**src/rtl/nibble_serial_add_ctrl_pkg.sv**
```systemverilog
// Shared types and constants for the nibble-serial adder sequencer.
package add_seq_pkg;

  typedef enum logic [1:0] {IDLE, RUN, DONE} state_e;

  localparam int NIB_W = 4;

  // Index counter needs at least one bit even for a single-nibble adder.
  function automatic int idx_width(input int nibbles);
    return (nibbles <= 1) ? 1 : $clog2(nibbles);
  endfunction

endpackage

```
**src/rtl/nibble_serial_add_ctrl_slice.sv**
```systemverilog
// Shared 4-bit add slice: {cout, s} = x + y + cin.
module nibble_add_slice
  import add_seq_pkg::*;
(
  input  logic [NIB_W-1:0] x,
  input  logic [NIB_W-1:0] y,
  input  logic             cin,
  output logic [NIB_W-1:0] s,
  output logic             cout
);

  assign {cout, s} = {1'b0, x} + {1'b0, y} + {{NIB_W{1'b0}}, cin};

endmodule

```
**src/rtl/nibble_serial_add_ctrl.sv**
```systemverilog
// Multi-cycle WIDTH-bit adder: one nibble per cycle through a single add slice,
// LSB first, with valid/ready handshakes on job input and result output.
module nibble_serial_add_ctrl
  import add_seq_pkg::*;
#(
  parameter int WIDTH = 16
) (
  input  logic             clk,
  input  logic             rst,
  input  logic             start_valid,
  output logic             start_ready,
  input  logic [WIDTH-1:0] a,
  input  logic [WIDTH-1:0] b,
  input  logic             carry_in,
  output logic             res_valid,
  input  logic             res_ready,
  output logic [WIDTH-1:0] sum,
  output logic             carry_out,
  output logic             zero,
  output logic             busy
);

  localparam int NIBBLES = WIDTH / NIB_W;
  localparam int IDX_W   = idx_width(NIBBLES);
  localparam logic [IDX_W-1:0] LAST_IDX = IDX_W'(NIBBLES - 1);

  generate
    if (WIDTH < NIB_W || (WIDTH % NIB_W) != 0) begin : g_bad_width
      $error("nibble_serial_add_ctrl: WIDTH must be a positive multiple of 4");
    end
  endgenerate

  state_e           state, state_nxt;
  logic [WIDTH-1:0] a_sh, b_sh, sum_r, sum_nxt;
  logic [IDX_W-1:0] idx;
  logic             carry_r, carry_out_r, zero_r;
  logic [NIB_W-1:0] slice_s;
  logic             slice_c;
  logic             accept, last;

  nibble_add_slice u_slice (
    .x    (a_sh[NIB_W-1:0]),
    .y    (b_sh[NIB_W-1:0]),
    .cin  (carry_r),
    .s    (slice_s),
    .cout (slice_c)
  );

  assign start_ready = (state == IDLE) && !rst;
  assign res_valid   = (state == DONE);
  assign busy        = (state != IDLE);
  assign accept      = start_valid && start_ready;
  assign last        = (idx == LAST_IDX);
  assign sum         = sum_r;
  assign carry_out   = carry_out_r;
  assign zero        = zero_r;

  // Zero flag must see the nibble being written this cycle, so it is taken
  // from the merged value rather than the stale register.
  always_comb begin
    sum_nxt = sum_r;
    sum_nxt[int'(idx) * NIB_W +: NIB_W] = slice_s;
  end

  always_comb begin
    state_nxt = state;
    case (state)
      IDLE:    if (accept)    state_nxt = RUN;
      RUN:     if (last)      state_nxt = DONE;
      DONE:    if (res_ready) state_nxt = IDLE;
      default:                state_nxt = IDLE;
    endcase
  end

  always_ff @(posedge clk) begin
    if (rst) state <= IDLE;
    else     state <= state_nxt;
  end

  always_ff @(posedge clk) begin
    if (rst) begin
      a_sh        <= '0;
      b_sh        <= '0;
      carry_r     <= 1'b0;
      idx         <= '0;
      sum_r       <= '0;
      carry_out_r <= 1'b0;
      zero_r      <= 1'b0;
    end else begin
      case (state)
        IDLE: if (accept) begin
          a_sh    <= a;
          b_sh    <= b;
          carry_r <= carry_in;
          idx     <= '0;
          sum_r   <= '0;
        end
        RUN: begin
          sum_r   <= sum_nxt;
          carry_r <= slice_c;
          a_sh    <= a_sh >> NIB_W;
          b_sh    <= b_sh >> NIB_W;
          idx     <= idx + 1'b1;
          if (last) begin
            carry_out_r <= slice_c;
            zero_r      <= (sum_nxt == '0);
          end
        end
        default: ;
      endcase
    end
  end

endmodule

```
**config.mk**
```make
export PLATFORM = sky130hd
export DESIGN_NAME = nibble_serial_add_ctrl
export DESIGN_NICKNAME = d
export VERILOG_FILES = /design/src/rtl/nibble_serial_add_ctrl_pkg.sv /design/src/rtl/nibble_serial_add_ctrl_slice.sv /design/src/rtl/nibble_serial_add_ctrl.sv
export SDC_FILE = /design/constraint.sdc
export NUM_CORES = 1
export LEC_CHECK = 0
export CAP_MARGIN = 15
export CELL_PAD_IN_SITES_DETAIL_PLACEMENT = 0
export CELL_PAD_IN_SITES_GLOBAL_PLACEMENT = 1
export CORE_AREA = 3 3 99 82
export DETAILED_ROUTE_END_ITERATION = 6
export DIE_AREA = 0 0 102 85
export GPL_ROUTABILITY_DRIVEN = 0
export PLACE_DENSITY_LB_ADDON = 0.2
export SYNTH_ARGS = -nofsm -noshare
export SYNTH_HDL_FRONTEND = slang
export SYNTH_HIERARCHICAL = 1
export SYNTH_SLANG_ARGS = --single-unit
```
**constraint.sdc**
```tcl
create_clock -name clk -period 2.7 [get_ports clk]
set_clock_uncertainty 0.05 [all_clocks]
set_input_delay 0.54 -clock clk [delete_from_list [all_inputs] [get_ports clk]]
set_output_delay 0.54 -clock clk [all_outputs]
set_load 0.02 [all_outputs]
```
==> run_results.csv <==
group,metric,value,unit
clock_tree,tritoncts,"done",
pwr,seqPwrFrac,0.537,
clock_tree,clock_sinks,55,
finish,nets,431,
die,die_area,8670,um^2
global_route,track_usage,0.1509,
sta,setup_ws,0.2891,ns
drt,drc,0,
drt,antenna_left,0,
drt,wl_per_cell,13.49,um
clock_tree,cts_buffer_depth,2,
global_route,grt_pass1_wl,10780,um
sta,slew_violations,0,
pwr,vdd_drop_max,217.2,uV
pwr,power,1.643,mW
critical_path,crit_path_max_incr_delay,0.50,ns
sta,worstMarginPinSlew,0.6505,ns
clock_tree,root_buffer,"clkbuf_8",
critical_path,path_common_cell,"fa_1",
sta,max_freq,0.4148,GHz
yosys,synthCells,340,
clock_tree,cts_inserted_buffers,5,
placement,port_buffers,57,
yosys,syn_avg_cell_area,7.846,um^2
finish,layout_commonest_cell,"nand2_1",
finish,layout-drive-gt1-share,0.04167,
global_route,grt_max_degree,49,
drt,drt_first_pass_iters,4,
sta,hold_viol,0,
placement,dp_slack,0.3178,ns
sta,setup_viol,0,
critical_path,cp_cell_sequence,"fa_1, inv_1, fa_1, xnor2_1, nor4_1, o22ai_1, or4_1, o21ai_1",
finish,fillers,765,
drt,drt_iter0_drc,99,
critical_path,critPathMaxFanout,6,
pwr,combPwrFrac,0.194,
die,pin_count,58,
die,die_w,102,um
yosys,yosysSeqAreaShare,0.4128,
status,status,"finished, final reports clean",
critical_path,worst_path_dominant_cell_family,"simple AND/OR/NAND/NOR gates",
worst_hold_path,hp-class,"register to register",
pwr,p_leak,1.186,nW
clock_tree,cts_hold_buf,0,
drt,post_drt_via_cell_ratio,5.099,
finish,multiInputGateArea,1395,um^2
critical_path,critPathArrivalTime,2.59,ns
yosys,synth-edff-count,0,
critical_path,crit_slowest_cell,"or4_1",
yosys,synth_async_sr_flop_share,0,
clock_tree,clock_latency,0.30,ns
yosys,ys.flop_type,"dfxtp_1",
pwr,p_sw,0.4652,mW
die,die_h,85,um
sta,whs,0.4082,ns
critical_path,cp-start-kind,"register",
yosys,ys_ff_latch,55,
yosys,synth.distinct_cells,39,
finish,stdcell_count,474,
pwr,intPower,1.178,mW
finish,final_cell_mix,"nand2_1, clkdlybuf4s50_1, dfxtp_1",
critical_path,crit_type,"register to register",
sta,period_minus_slack,2.411,ns
clock_tree,cts.clk_slew.worst_paths,0.10,ns
yosys,syn_nets,388,
sta,tns,0,ns
finish,area_delta_synth_final,25.94,%
die,initial_utilization,0.3661,
sta,timing.final.crit_share,0.8929,
critical_path,cp-end-kind,"register",
global_route,antenna_found_initial,0,
critical_path,crit_buf_inv,1,
yosys,syn_area,2668,um^2
die,row_count,28,
pwr,switching_share,0.2831,
drt,routed_wl,6396,um
clock_tree,h-tree-depth,2,
clock_tree,cts_setup_buffers,0,
sta,rsz0062_at_grt,"false",
finish,diodes,0,
global_route,overflow,0,
clock_tree,cts.repair.resized,0,
die,core,7287,um^2
critical_path,required,2.88,ns
yosys,yosys_warnings,6,
pwr,p_per_area,489.0,nW/um^2
placement,dp_cells,466,
drt,vias,2417,
run,drv_cap,0,
finish,regArea,1101,um^2
sta,maxSlewHeadroom,0.5664,
placement,dp_hpwl,4443,um
global_route,grt_pass1_vias,2265,
pwr,pwr-share-clk,0.270,
==> per-layer routing <==
metal / up-vias / global-route usage / wire (um)
met5: - / 0 / 0
met4: 0 / 0.02861 / 27
met3: 2 / 0.03287 / 322
met2: 53 / 0.2201 / 2560
met1: 1097 / 0.2291 / 3486
li1: 1265 / - / -
==> stage by stage <==
step / area (um^2) / utilization
after floorplan: 2668 / -
after global placement: 3274 / 0.4493
after detailed placement: 3274 / 0.4493
final: 3359 / 0.4610
after CTS: 3359 / 0.4610
after global routing: 3359 / 0.4610
==> final timing paths <==
path	endpoint	slack (ns)	from	depth (start not counted)
setup / recovery	zero	0.29	b_sh[0]	8
hold / removal	b_sh[15]	0.41	b_sh[15]	2
setup reg to reg	zero	0.29	b_sh[0]	8
hold reg to reg	b_sh[15]	0.41	b_sh[15]	2
==> cells by family after synthesis <==
group | after synthesis | synth area share
AO/OA/AOI/OAI | 73 | 0.1923
XOR/XNOR | 2 | 0.006568
adder cells (fa/ha/maj) | 11 | 0.05722
buffers and inverters | 36 | 0.06520
flip-flops | 55 | 0.4128
multiplexers | 1 | 0.003752
AND/OR/NAND/NOR | 162 | 0.2622
==> registers in the layout, indices dropped and copies added, names as in the netlist <==
name,cells
b_sh,16
carry_r,1
state,2
zero,1
a_sh,16
idx,2
carry_out,1
sum,16
==> Yosys cell counts (5+ instances only) <==
cell | number | area share
inv_1 | 10 | 0.014
dfxtp_1 | 55 | 0.41
buf_2 | 7 | 0.013
clkbuf_1 | 10 | 0.014
a311oi_1 | 25 | 0.082
a31oi_1 | 8 | 0.019
nand3_1 | 9 | 0.017
ha_1 | 9 | 0.042
a21oi_1 | 20 | 0.038
nor2b_1 | 8 | 0.019
nor2_1 | 42 | 0.059
nand2b_1 | 5 | 0.012
nand2_1 | 81 | 0.11
buf_4 | 6 | 0.017
==> worst register-to-register path: cells and delay by family (launching register included) <==
| family | cells | cell delay, ns |
|---|---|---|
| adders and majority gates | 2 | 0.60 |
| and+or+nand+nor | 2 | 0.80 |
| DFF | 1 | 0.37 |
| buffers and inverters | 1 | 0.06 |
| AOI/OAI and AO/OA | 2 | 0.25 |
| xor gates and xnor gates | 1 | 0.23 |
==> power by group through the flow <==
stage	logic (mW)	registers [mW]	clock network [mW]
global route	0.358	0.888	0.488
global placement	0.317	0.900	0
detailed placement	0.317	0.900	0
CTS	0.320	0.882	0.463
finish	0.318	0.882	0.443
floorplan	0.205	0.898	0
==> layout make-up <==
cell class / count / share of cell area
repair buffers: 62 / 0.1870
multi-input cells: 249 / 0.4153
flip-flops and latches: 55 / 0.3277
clock inverters: 2 / 0.003724
clock buffers: 6 / 0.02160
inverters: 10 / 0.01117
well taps: 90 / 0.03352
(Power assumes the default switching activity.)
